<file path="config.mk">
export PLATFORM = sky130hd
export DESIGN_NAME = alu_wb_stage
export DESIGN_NICKNAME = d
export VERILOG_FILES = /design/src/rtl/alu_pkg.sv /design/src/rtl/wb_fifo.sv /design/src/rtl/alu_wb_stage.sv
export SDC_FILE = /design/constraint.sdc
export NUM_CORES = 1
export LEC_CHECK = 0
export BUFFER_PORTS_ARGS = -buffer_cell sky130_fd_sc_hd__buf_4
export CORE_MARGIN = 4
export CORE_UTILIZATION = 53
export DETAILED_ROUTE_END_ITERATION = 16
export GPL_ROUTABILITY_DRIVEN = 0
export PLACE_DENSITY = 0.91
export RECOVER_POWER = 50
export SYNTH_ARGS = -nofsm -noshare
export SYNTH_HDL_FRONTEND = slang
export SYNTH_HIERARCHICAL = 1
export SYNTH_SLANG_ARGS = --single-unit
export TNS_END_PERCENT = 5
</file>
<file path="constraint.sdc">
create_clock -name clk -period 1.6 [get_ports clk]
set_input_delay 0.08 -clock clk [delete_from_list [all_inputs] [get_ports clk]]
set_output_delay 0.08 -clock clk [all_outputs]
set_load 0.03 [all_outputs]
</file>
<file path="src/rtl/alu_pkg.sv">
// rtl/alu_pkg.sv - ALU opcodes, flag indices and writeback entry type
// shared by the ALU writeback stage and its FIFO.
package alu_pkg;

  localparam int WB_DATA_W = 32;
  localparam int WB_ADDR_W = 5;

  localparam logic [3:0] OP_OUT  = 4'h0;
  localparam logic [3:0] OP_ADD  = 4'h1;
  localparam logic [3:0] OP_SUB  = 4'h2;
  localparam logic [3:0] OP_AND  = 4'h3;
  localparam logic [3:0] OP_OR   = 4'h4;
  localparam logic [3:0] OP_XOR  = 4'h5;
  localparam logic [3:0] OP_NOT  = 4'h6;
  localparam logic [3:0] OP_SLL  = 4'h7;
  localparam logic [3:0] OP_SRL  = 4'h8;
  localparam logic [3:0] OP_SRA  = 4'h9;
  localparam logic [3:0] OP_ROL  = 4'ha;
  localparam logic [3:0] OP_ROR  = 4'hb;
  localparam logic [3:0] OP_INC  = 4'hc;
  localparam logic [3:0] OP_DEC  = 4'hd;
  localparam logic [3:0] OP_SLT  = 4'he;
  localparam logic [3:0] OP_SLTU = 4'hf;

  localparam int FLAG_EQ = 3;
  localparam int FLAG_NE = 2;
  localparam int FLAG_GT = 1;
  localparam int FLAG_LT = 0;

  typedef struct packed {
    logic [WB_ADDR_W-1:0] addr;
    logic [WB_DATA_W-1:0] data;
    logic                 we;
  } wb_entry_t;

  // Only ADD and SUB produce a meaningful overflow flag.
  function automatic logic is_arith(input logic [3:0] op);
    return (op == OP_ADD) || (op == OP_SUB);
  endfunction

endpackage

</file>
<file path="src/rtl/wb_fifo.sv">
// rtl/wb_fifo.sv - generic DEPTH-entry valid/ready FIFO of writeback entries;
// registered status only, no empty bypass.
module wb_fifo
  import alu_pkg::*;
#(
  parameter int  DEPTH   = 2,
  parameter type entry_t = wb_entry_t
) (
  input  logic   clk,
  input  logic   rst_n,
  input  logic   in_valid,
  output logic   in_ready,
  input  entry_t in_entry,
  output logic   out_valid,
  input  logic   out_ready,
  output entry_t out_entry
);

  localparam int PTR_W = (DEPTH > 1) ? $clog2(DEPTH) : 1;
  localparam int CNT_W = $clog2(DEPTH + 1);

  entry_t             mem_q [DEPTH];
  entry_t             mem_d [DEPTH];
  logic [PTR_W-1:0]   wr_ptr_q, wr_ptr_d;
  logic [PTR_W-1:0]   rd_ptr_q, rd_ptr_d;
  logic [CNT_W-1:0]   count_q, count_d;
  logic               push, pop;

  assign in_ready  = (count_q < CNT_W'(DEPTH));
  assign out_valid = (count_q != '0);
  assign out_entry = mem_q[rd_ptr_q];
  assign push      = in_valid & in_ready;
  assign pop       = out_valid & out_ready;

  // Pointers wrap naturally because DEPTH is a power of two.
  always_comb begin
    mem_d    = mem_q;
    wr_ptr_d = wr_ptr_q;
    rd_ptr_d = rd_ptr_q;
    count_d  = count_q;
    if (push) begin
      mem_d[wr_ptr_q] = in_entry;
      wr_ptr_d        = wr_ptr_q + PTR_W'(1);
    end
    if (pop) begin
      rd_ptr_d = rd_ptr_q + PTR_W'(1);
    end
    case ({push, pop})
      2'b10:   count_d = count_q + CNT_W'(1);
      2'b01:   count_d = count_q - CNT_W'(1);
      default: count_d = count_q;
    endcase
  end

  always_ff @(posedge clk or negedge rst_n) begin
    if (!rst_n) begin
      for (int i = 0; i < DEPTH; i++) begin
        mem_q[i] <= '0;
      end
      wr_ptr_q <= '0;
      rd_ptr_q <= '0;
      count_q  <= '0;
    end else begin
      mem_q    <= mem_d;
      wr_ptr_q <= wr_ptr_d;
      rd_ptr_q <= rd_ptr_d;
      count_q  <= count_d;
    end
  end

endmodule

</file>
<file path="src/rtl/alu_wb_stage.sv">
// rtl/alu_wb_stage.sv - ALU writeback stage: skid FIFO, condition flags, sticky
// overflow; ALU_WB_OVF_TRAP_EN suppresses overflowed writes and pulses ovf_trap.
module alu_wb_stage
  import alu_pkg::*;
#(
  parameter int DATA_W = 32,
  parameter int ADDR_W = 5,
  parameter int DEPTH  = 2
) (
  input  logic              clk,
  input  logic              rst_n,
  input  logic              in_valid,
  output logic              in_ready,
  input  logic [3:0]        in_opcode,
  input  logic [DATA_W-1:0] in_data,
  input  logic              in_ovf,
  input  logic [3:0]        in_cond,
  input  logic [ADDR_W-1:0] in_rd,
  input  logic              in_we,
  output logic              wb_valid,
  input  logic              wb_ready,
  output logic [ADDR_W-1:0] wb_addr,
  output logic [DATA_W-1:0] wb_data,
  output logic              wb_we,
  output logic [3:0]        flags,
  output logic              ovf_sticky,
  input  logic              ovf_clr,
  output logic              ovf_trap
);

  typedef struct packed {
    logic [ADDR_W-1:0] addr;
    logic [DATA_W-1:0] data;
    logic              we;
  } stage_entry_t;

  stage_entry_t in_entry, out_entry;
  logic         accept, ovf_event;
  logic [3:0]   flags_q, flags_d;
  logic         ovf_sticky_q, ovf_sticky_d;

  assign accept    = in_valid & in_ready;
  assign ovf_event = accept & is_arith(in_opcode) & in_ovf;

  always_comb begin
    in_entry.addr = in_rd;
    in_entry.data = in_data;
    // r0 is hardwired, so a write to it is never presented.
`ifdef ALU_WB_OVF_TRAP_EN
    in_entry.we   = in_we & (in_rd != '0) & ~ovf_event;
`else
    in_entry.we   = in_we & (in_rd != '0);
`endif
  end

  always_comb begin
    flags_d      = flags_q;
    ovf_sticky_d = ovf_sticky_q;
    if (accept && (in_opcode == OP_SUB)) begin
      flags_d = in_cond;
    end
    if (ovf_event) begin
      ovf_sticky_d = 1'b1;
    end else if (ovf_clr) begin
      ovf_sticky_d = 1'b0;
    end
  end

  always_ff @(posedge clk or negedge rst_n) begin
    if (!rst_n) begin
      flags_q      <= 4'b0000;
      ovf_sticky_q <= 1'b0;
    end else begin
      flags_q      <= flags_d;
      ovf_sticky_q <= ovf_sticky_d;
    end
  end

`ifdef ALU_WB_OVF_TRAP_EN
  logic ovf_trap_q, ovf_trap_d;

  always_comb begin
    ovf_trap_d = ovf_event;
  end

  always_ff @(posedge clk or negedge rst_n) begin
    if (!rst_n) begin
      ovf_trap_q <= 1'b0;
    end else begin
      ovf_trap_q <= ovf_trap_d;
    end
  end

  assign ovf_trap = ovf_trap_q;
`else
  assign ovf_trap = 1'b0;
`endif

  wb_fifo #(
    .DEPTH   (DEPTH),
    .entry_t (stage_entry_t)
  ) u_fifo (
    .clk       (clk),
    .rst_n     (rst_n),
    .in_valid  (in_valid),
    .in_ready  (in_ready),
    .in_entry  (in_entry),
    .out_valid (wb_valid),
    .out_ready (wb_ready),
    .out_entry (out_entry)
  );

  assign wb_addr    = out_entry.addr;
  assign wb_data    = out_entry.data;
  assign wb_we      = out_entry.we;
  assign flags      = flags_q;
  assign ovf_sticky = ovf_sticky_q;

endmodule
</file>
# --- After elaboration in Yosys (flattened, before gate mapping) ---
# Index checks and enable logic that the tools add are counted.
# Widths: inputs -> output; s select.
totals:
  wordCells: 46
  inputBits: 52
  register_bits: 85
  output_inout_bits: 46
classes:
  magnitude_cmp: 4
  n_addsub: 4
  bitwise: 7
  n_eq_ne: 4
  n_mux: 9
  reduce_logical: 7
ops:
  columns: ["op", "count"]
  rows:
  - ["$mux 38", 4]
  - ["$bwmux 76", 1]
  - ["$demux 38 s1", 1]
  - ["$reduce_bool 2->1", 3]
  - ["$and 1x1->1", 5]
  - ["$reduce_bool 5->1", 1]
  - ["$eq 4x1->1 const B", 1]
  - ["$eq 4x2->1 const B", 1]
  - ["$ge 2x2->1 const B", 2]
  - ["$not 1->2", 2]
  - ["$pmux 2 s2", 1]
  - ["$add 1x1->1 const B", 2]
  - ["$add 2x1->2 const B", 1]
  - ["$eq 2x1->1 const B", 1]
  - ["$eq 2x2->1 const B", 1]
  - ["$logic_and 1x1->1", 2]
  - ["$lt 2x1->1 const B", 1]
  - ["$lt 2x2->1 const B", 1]
  - ["$mux 1", 2]
  - ["$sub 2x1->2 const B", 1]
  - ["$logic_or 1x1->1", 1]

# --- Logic depth before layout (Yosys ltp) ---
# Gate-level depths: netlist of the first run.
depth:
  ltp_word: 6
  mapped_depth: 6
  ltp_nobuf: 6

# --- Hierarchy ---
# The synthesis of the first run kept the hierarchy.
modules_own_cells:
  columns: ["module", "n_inst", "cells_per_inst", "area_per_inst_um2", "seq_area_each_um2"]
  rows:
  - ["wb_fifo", 1, 219, 3570.9, 2001.9]
  - ["alu_wb_stage", 1, 19, 251.5, 125.1]

# --- Least setup slack after synthesis of the first run ---
# No wires, ideal clock.
synth_path:
  kind: "flip-flop to flip-flop"
  from: "register u_fifo.count_q[0]"
  to: "register u_fifo.count_q[1]"
  path_stages_with_launch: 6
  synth_period_minus_slack_ns: 1.600
  setup_ns: 0.133
  required_ns: 1.467
  path_slack_ns: 0.000
  n_path_buf: 0
  t_arrival_ns: 1.467
  cell_sequence: "dfrtp_1 or2_2 and2_1 ha_1 nor2_1 xnor2_1"
synth_between:
  elab_chain_len: 4
  elab_cells_between_ends: 10
  classes_between: "add/sub: 2; order compare: 1; eq/ne: 2; mux: 1; bitwise: 2; reduce/logical: 2"
synth_lines:
  columns: ["item", "line_no", "text"]
  rows:
  - ["start, declared", "wb_fifo.sv:26", "logic [CNT_W-1:0] count_q, count_d;"]
  - ["start signal, assigned", "wb_fifo.sv:67", "count_q <= count_d;"]
  - ["$reduce_bool 2->1 (*)", "wb_fifo.sv:30", "assign out_valid = (count_q != '0);"]
  - ["named net wb_valid", "alu_wb_stage.sv:20", "output logic wb_valid,"]
  - ["$and 1x1->1 (*)", "wb_fifo.sv:33", "assign pop = out_valid & out_ready;"]
  - ["named net u_fifo.pop", "wb_fifo.sv:27", "logic push, pop;"]
  - ["$eq 2x1->1 or $eq 2x2->1 (tied branches)", "wb_fifo.sv:48", "case ({push, pop})"]
  - ["$pmux 2 s2 or $reduce_bool 2->1 (tied branches)", null, null]
# The timed path passes the listed nets; every way through them passes the cells marked *.
# A chain may end at the register's enable or synchronous reset.

==> reports/metrics.csv, run 1 <==
stage,metric,value,unit
status,status,"complete, no violations",
critical_path,R2R Path Start,u_fifo/count_q[0]$_DFFE_PN0P_,
critical_path,reg2reg setup slack,0.10,ns
cts,CTS tree,built,
sta,worst rel slew slack,39.3,%
sta,setup_tns,0,ns
synthesis,Post-synth EDFFs,0,
synthesis,most common cell in the netlist,mux2_2,
route,mean number of vias per cell,5.01,
place,Buffers on Ports,96,
critical_path,Critical Path AT,1.79,ns
critical_path,Setup CP Type,primary input to flip-flop,
synthesis,share of the synthesized area in the top cell type,55.6,%
place,area post-placement,4710,um^2
synthesis,Post-synth top cells,"95 x mux2_2, 85 x dfrtp_1, 23 x mux2_4",
global_route,grt ovf,0,
route,final wirelength,8400,um
cells_and_area,Area Overhead vs Synth,39.0,%
min_path,hold worst-path end,u_fifo/rd_ptr_q$_DFFE_PN0P_,
global_route,vias in the first global route,2790,
place,HPWL Detailed,5280,um
power_and_ir_drop,Comb pwr share,55.4,%
route,Remaining DRCs,0,
cts,Post CTS Setup Buffer Count,0,
synthesis,Mapped Nets,291,
synthesis,count of cell types in the netlist,22,
synthesis,Yosys top cell by area,dfrtp_1,
min_path,Min-Delay Path Depth,3,
sta,RSZ-0062 raised after global routing,yes,
route,drt wl/cell,17.3,um
cells_and_area,share of cells above drive strength 1,60.7,%
die,die area,8640,um^2
cells_and_area,design area,5310,um^2
min_path,worst min-delay path class,primary input to flip-flop,
sta,"Hold Vio Cnt, Final",0,
power_and_ir_drop,Psw,4.54,mW
cts,CTS clock-pin slew for the worst setup and hold paths,0.08,ns
critical_path,crit end category,flip-flop,
global_route,largest net degree at the start of global routing,48,
die,die width,92.9,um
power_and_ir_drop,Sw Share,38.6,%
sta,"Slew Viols, Final",0,
sta,Clock Skew,0.00722,ns
route,DRT iter0 DRCs,57,
synthesis,"Avg Cell Area, Syn",16.1,um^2
global_route,initial antenna violation count,0,
sta,final worst slack,0.0350,ns
critical_path,RR Endpoint,u_fifo/count_q[1]$_DFFE_PN0P_,
synthesis,register area share after synthesis,55.6,%
route,"antenna viol nets, final",0,
power_and_ir_drop,Lkg Pwr,2.47,nW
sta,WHS,0.0841,ns
route,first drt pass iteration count,3,
cts,Max clock buf depth,2,
sta,Final Cycle Share,97.8,%
critical_path,"Req. time, crit path",1.82,ns
synthesis,Mapped Cells,238,
power_and_ir_drop,"IR drop worst, VDD",1.35,mV
critical_path,nature of the critical path startpoint,primary input,
die,die height,92.9,um
critical_path,worst reg2reg path depth,6,
sta,Worst Max-Slew Pin Slew,0.911,ns
sta,final setup fails,0,
place,pre-CTS setup slack,0.0965,ns
synthesis,Ys Warns,6,
synthesis,synthesized flop and latch total,85,
cells_and_area,antenna cell count,0,
global_route,GRT Total Usage,21.1,%
cts,Clock Sinks,85,
power_and_ir_drop,P_int,7.23,mW
place,Cells after DPL,425,
sta,fmax,639,MHz
power_and_ir_drop,sequential share of power,32.4,%
power_and_ir_drop,Power Density,2210,nW/um^2
synthesis,"Cell Area, Synth",3820,um^2
cells_and_area,nets,437,
synthesis,"Top FF cell, synth",dfrtp_1,
route,total number of vias,2431,
cts,TritonCTS Buffers,9,
cts,Skew-Pair Late Insertion Delay,0.34,ns
critical_path,Worst Setup SP,in_rd[0],
cells_and_area,"Cell Count, Final, Fillers Out",485,
die,Starting Density,55.3,%
cts,H-Tree Depth,3,
critical_path,Crit Path Max Fanout,3,
cts,clk root buf,clkbuf_8,
sta,Tmin final,1.56,ns
global_route,first-pass GRT wire length,14100,um
min_path,Hold Path Origin,wb_ready,
die,Core Rows,30,
synthesis,asr flop ratio synth,100,%
flow_run,max_cap viols,0,
power_and_ir_drop,Clock Power Share,12.2,%
die,floorplan core area,6910,um^2
die,I/O pin count,98,
synthesis,Synth area leaders,"dfrtp_1 56%, mux2_2 28%, mux2_4 9.0%",
-- worst max path at each step --
stage | slack, ns | to | cells after the start
floorplan | 0.10 | u_fifo/mem_q[11]$_DFFE_PN0P_ | 5
global placement | 0.16 | u_fifo/count_q[1]$_DFFE_PN0P_ | 5
detailed placement | 0.1 | u_fifo/count_q[1]$_DFFE_PN0P_ | 5
CTS | 0.02 | wb_data[11] | 3
global route | -0.01 | wb_data[3] | 3
finish | 0.04 | u_fifo/mem_q[38]$_DFFE_PN0P_ | 5
-- metal layers --
layer | part of all wire [%] | global-route usage [%] | vias up
met1 | 40 | 24.7 | 1225
met3 | 5.2 | 5.85 | 10
met5 | 0 | 0 | -
met2 | 54 | 38.3 | 64
met4 | 0.87 | 4.88 | 0
li1 | - | - | 1132
-- cell type report --
| type | count | area, um^2 |
|---|---|---|
| clock buffer | 9 | 124 |
| clock inverter | 7 | 66.3 |
| fill | 429 | 1590 |
| inverter | 2 | 7.51 |
| multi-input combinational | 138 | 1590 |
| sequential | 85 | 2130 |
| tap | 96 | 120 |
| timing repair buffer | 148 | 1270 |
-- logic make-up (layout without fill, tap and decap cells) --
kind of cell,count (synthesis),in the layout,share of synthesized area (%)
other,1,1,0.0981
adders and majority gates,1,1,0.327
AOI/OAI and AO/OA,2,2,0.327
and+or+nand+nor,10,10,2.26
buffers and inverters,15,166,2.95
DFF,85,85,55.6
xor gates and xnor gates,6,6,1.37
muxes,118,118,37.0
-- sequential cells by signal (all words and copies together) (netlist names) --
| signal | flops |
|---|---|
| u_fifo/rd_ptr_q | 1 |
| flags | 4 |
| u_fifo/count_q | 2 |
| ovf_sticky | 1 |
| u_fifo/mem_q | 76 |
| u_fifo/wr_ptr_q | 1 |
-- power groups by stage --
stage                     Sequential (mW)  Combinational, mW  Clock [mW]
final                                3.81               6.52        1.43
after global routing                 3.94               6.90        1.58
after CTS                            3.80               6.56        1.48
after detailed placement             3.83               6.42           0
after global placement               3.74               6.31           0
after floorplan                      3.73               4.48           0
-- placed cells by master, fill, tap and decap left out, types with 2 or more instances in the layout --
cell / instances
inv_1: 2
mux2_2: 94
clkinv_2: 4
buf_12: 6
clkbuf_1: 8
xnor2_1: 4
dfrtp_1: 84
dlygate4sd3_1: 44
clkbuf_8: 9
xor2_1: 2
buf_4: 87
mux2_4: 24
buf_6: 2
-- worst max-delay path, cell delays in order --
cell	delay, ns
dlygate4sd3_1	0.54
buf_4	0.14
or4_1	0.55
o21a_1	0.21
mux2_2	0.27
-- stage by stage --
step           power, mW  util, %
2_1_floorplan       8.21        -
3_3_place_gp        10.0     68.2
3_5_place_dp        10.3     68.2
4_1_cts             11.8     77.4
5_1_grt             12.4     76.9
6_report            11.8     76.9
-- timing repair --
| action | 4_1_cts | 5_1_grt |
|---|---|---|
| endpoints found under the hold margin | 164 | 0 |
| gates resized for setup | 2 | 4 |
| setup endpoints to repair | 18 | 18 |
| hold buffers | 44 | 0 |
Note: power is estimated with default switching activity, not from simulation.
==> run 2, diff against run 1 <==
--- a/config.mk
+++ b/config.mk
@@ -12,6 +12,7 @@
 export GPL_ROUTABILITY_DRIVEN = 0
 export PLACE_DENSITY = 0.91
 export RECOVER_POWER = 50
+export REMOVE_ABC_BUFFERS = 1
 export SYNTH_ARGS = -nofsm -noshare
 export SYNTH_HDL_FRONTEND = slang
 export SYNTH_HIERARCHICAL = 1
==> reports/metrics.csv, run 2 (synthesis results as in run 1) <==
stage,metric,value,unit,change
status,status,"complete, but fails checks",,
status,violated checks,negative setup slack,,
cells_and_area,Filler cells,409,,-4.7%
die,die height,92.9,um,unchanged
critical_path,CP max stage cell,dfrtp_2,,
place,HPWL Detailed,5250,um,-0.50%
die,die area,8640,um^2,unchanged
route,total number of vias,2519,,+3.6%
power_and_ir_drop,"IR drop worst, VDD",1.24,mV,-8.6%
critical_path,crit end category,output port,,
route,final wirelength,9370,um,+12%
cts,H-Tree Depth,3,,unchanged
sta,RSZ-0062 raised after global routing,yes,,
sta,Clock Skew,0.0108,ns,+0.00359 ns
cts,CTS tree,built,,
place,Buffers on Ports,96,,unchanged
global_route,first-pass GRT wire length,13800,um,-2.0%
cells_and_area,post-layout util,81.0,%,+4.1 points
min_path,hold worst-path end,ovf_sticky$_DFFE_PN0P_,,
global_route,initial antenna violation count,0,,unchanged
cts,clk root buf,clkbuf_8,,
cells_and_area,"leading cell type in the layout, fill and taps excluded",mux2_2,,
route,drt wl/cell,19.2,um,+11%
cells_and_area,share of cells above drive strength 1,62.8,%,+2.2 points
global_route,grt ovf,0,,unchanged
sta,"Hold Vio Cnt, Final",0,,unchanged
route,DRT iter0 DRCs,41,,-28%
critical_path,nature of the critical path startpoint,flip-flop,,
critical_path,Worst Setup SP,u_fifo/rd_ptr_q$_DFFE_PN0P_,,
cells_and_area,sequential cell area,2130,um^2,unchanged
min_path,Hold Path Origin,in_opcode[0],,
cells_and_area,design area,5590,um^2,+5.3%
critical_path,reg2reg setup slack,0.03,ns,-0.07 ns
min_path,Min-Delay Path Depth,4,,+1
sta,fmax,618,MHz,-3.2%
global_route,vias in the first global route,2773,,-0.61%
route,first drt pass iteration count,4,,+1
critical_path,Critical Path AT,1.54,ns,-0.25 ns
die,I/O pin count,98,,unchanged
cts,Clock Sinks,85,,unchanged
critical_path,"Req. time, crit path",1.52,ns,-0.30 ns
die,Starting Density,55.3,%,unchanged
sta,Final Cycle Share,101,%,+3.2 points
critical_path,RR Endpoint,u_fifo/count_q[1]$_DFFE_PN0P_,,
critical_path,CP cell instances,buf_12 -> clkbuf_16 -> mux2_2 -> buf_6,,
critical_path,worst reg2reg path depth,6,,unchanged
critical_path,Setup CP Type,flip-flop to output port,,
cts,Skew-Pair Late Insertion Delay,0.34,ns,about the same
global_route,GRT Total Usage,20.7,%,-0.43 points
cells_and_area,most frequent cells in the layout,"95 x mux2_2, 84 x dfrtp_1, 56 x buf_4, 44 x dlygate4sd3_1, 38 x buf_6",,
cells_and_area,antenna cell count,0,,unchanged
cells_and_area,multi-input logic area,1600,um^2,+0.39%
cells_and_area,Largest register FFs,76,,unchanged
cts,TritonCTS Buffers,9,,unchanged
global_route,largest net degree at the start of global routing,86,,+79%
critical_path,R2R Path Start,u_fifo/count_q[0]$_DFFE_PN0P_,,
cells_and_area,nets,441,,+0.92%
sta,worst rel slew slack,24.6,%,-15 points
sta,final setup fails,3,,+3
route,mean number of vias per cell,5.15,,+2.8%
sta,final worst slack,-0.0168,ns,-0.0519 ns
power_and_ir_drop,Power Density,2320,nW/um^2,+5.0%
power_and_ir_drop,Lkg Pwr,2.59,nW,+4.6%
sta,Tmin final,1.62,ns,+0.0519 ns
cells_and_area,"Cell Count, Final, Fillers Out",489,,+0.82%
flow_run,max_cap viols,0,,unchanged
critical_path,largest stage delay on the critical path,0.39,ns,-0.16 ns
die,die width,92.9,um,unchanged
critical_path,Crit Path Max Fanout,6,,+3
sta,"Slew Viols, Final",0,,unchanged
cts,CTS clock-pin slew for the worst setup and hold paths,0.09,ns,about the same
place,Cells after DPL,424,,-0.24%
place,area post-placement,4680,um^2,-0.48%
sta,Worst Max-Slew Pin Slew,1.13,ns,+0.221 ns
cells_and_area,Area Overhead vs Synth,46.4,%,
cts,Max clock buf depth,2,,unchanged
route,Remaining DRCs,0,,unchanged
route,"antenna viol nets, final",0,,unchanged
cells_and_area,Reg with most FFs,u_fifo/mem_q,,
die,Core Rows,30,,unchanged
critical_path,critical path's top delay family,buffers and inverters,,
critical_path,CP bufs+invs,3,,+1
min_path,worst min-delay path class,primary input to flip-flop,,
die,floorplan core area,6910,um^2,unchanged
power_and_ir_drop,Power Total,13.0,mW,+11%
[run 2: timing repair]
action	in CTS	in global routing
hold buffers	44	0
pin swaps	0	0
gates cloned	0	4
setup buffers	0	1
endpoints found under the hold margin	164	0
resized for setup	1	43
endpoints found under the setup margin	14	39
[run 2: final cells by class]
class,instances,area share [%]
clock buffer,11,2.53
sequential,85,38.0
tap,96,2.15
inverter,2,0.134
timing repair buffer,152,27.2
multi-input combinational,138,28.6
clock inverter,5,1.34
[run 2: routing by layer]
metal	vias to the layer above	share of wire (%)	global-route usage, %
met5	-	0	0
met4	0	1.3	6.35
met3	13	5.5	5.61
met2	80	55	37.5
met1	1281	38	23.6
li1	1145	-	-
[run 2: how the worst max path moves through the flow]
stage	endpoint	slack, ns	cells past startpoint
after floorplan	u_fifo/mem_q[11]$_DFFE_PN0P_	-1.05	3
after global placement	u_fifo/count_q[1]$_DFFE_PN0P_	0.1	5
after detailed placement	u_fifo/count_q[1]$_DFFE_PN0P_	0.05	5
after CTS	wb_data[14]	0.004	3
after global routing	wb_data[29]	-0.06	4
final	wb_data[29]	-0.02	4
[run 2: power breakdown]
part	total (mW)	internal (mW)	switching (mW)
clock network	1.65	0.916	0.729
logic	7.51	4.00	3.51
registers	3.85	3.24	0.608
[run 2: through the flow]
stage / setup TNS, ns / hold WS [ns] / worst slack, ns
detailed placement: 0 / 0.151 / 0.0460
global placement: 0 / 0.146 / 0.0990
global route: -1.33 / 0.0318 / -0.0640
finish: -0.0332 / 0.0420 / -0.0168
CTS: 0 / 0.0276 / 0.00433
floorplan: -60.54 / -0.216 / -1.05
[run 2: tightest hold or removal path, cell delays in order]
cell     delay [ns]
buf_4          0.09
xor2_1         0.05
nand3_1        0.07
o21ai_0        0.07
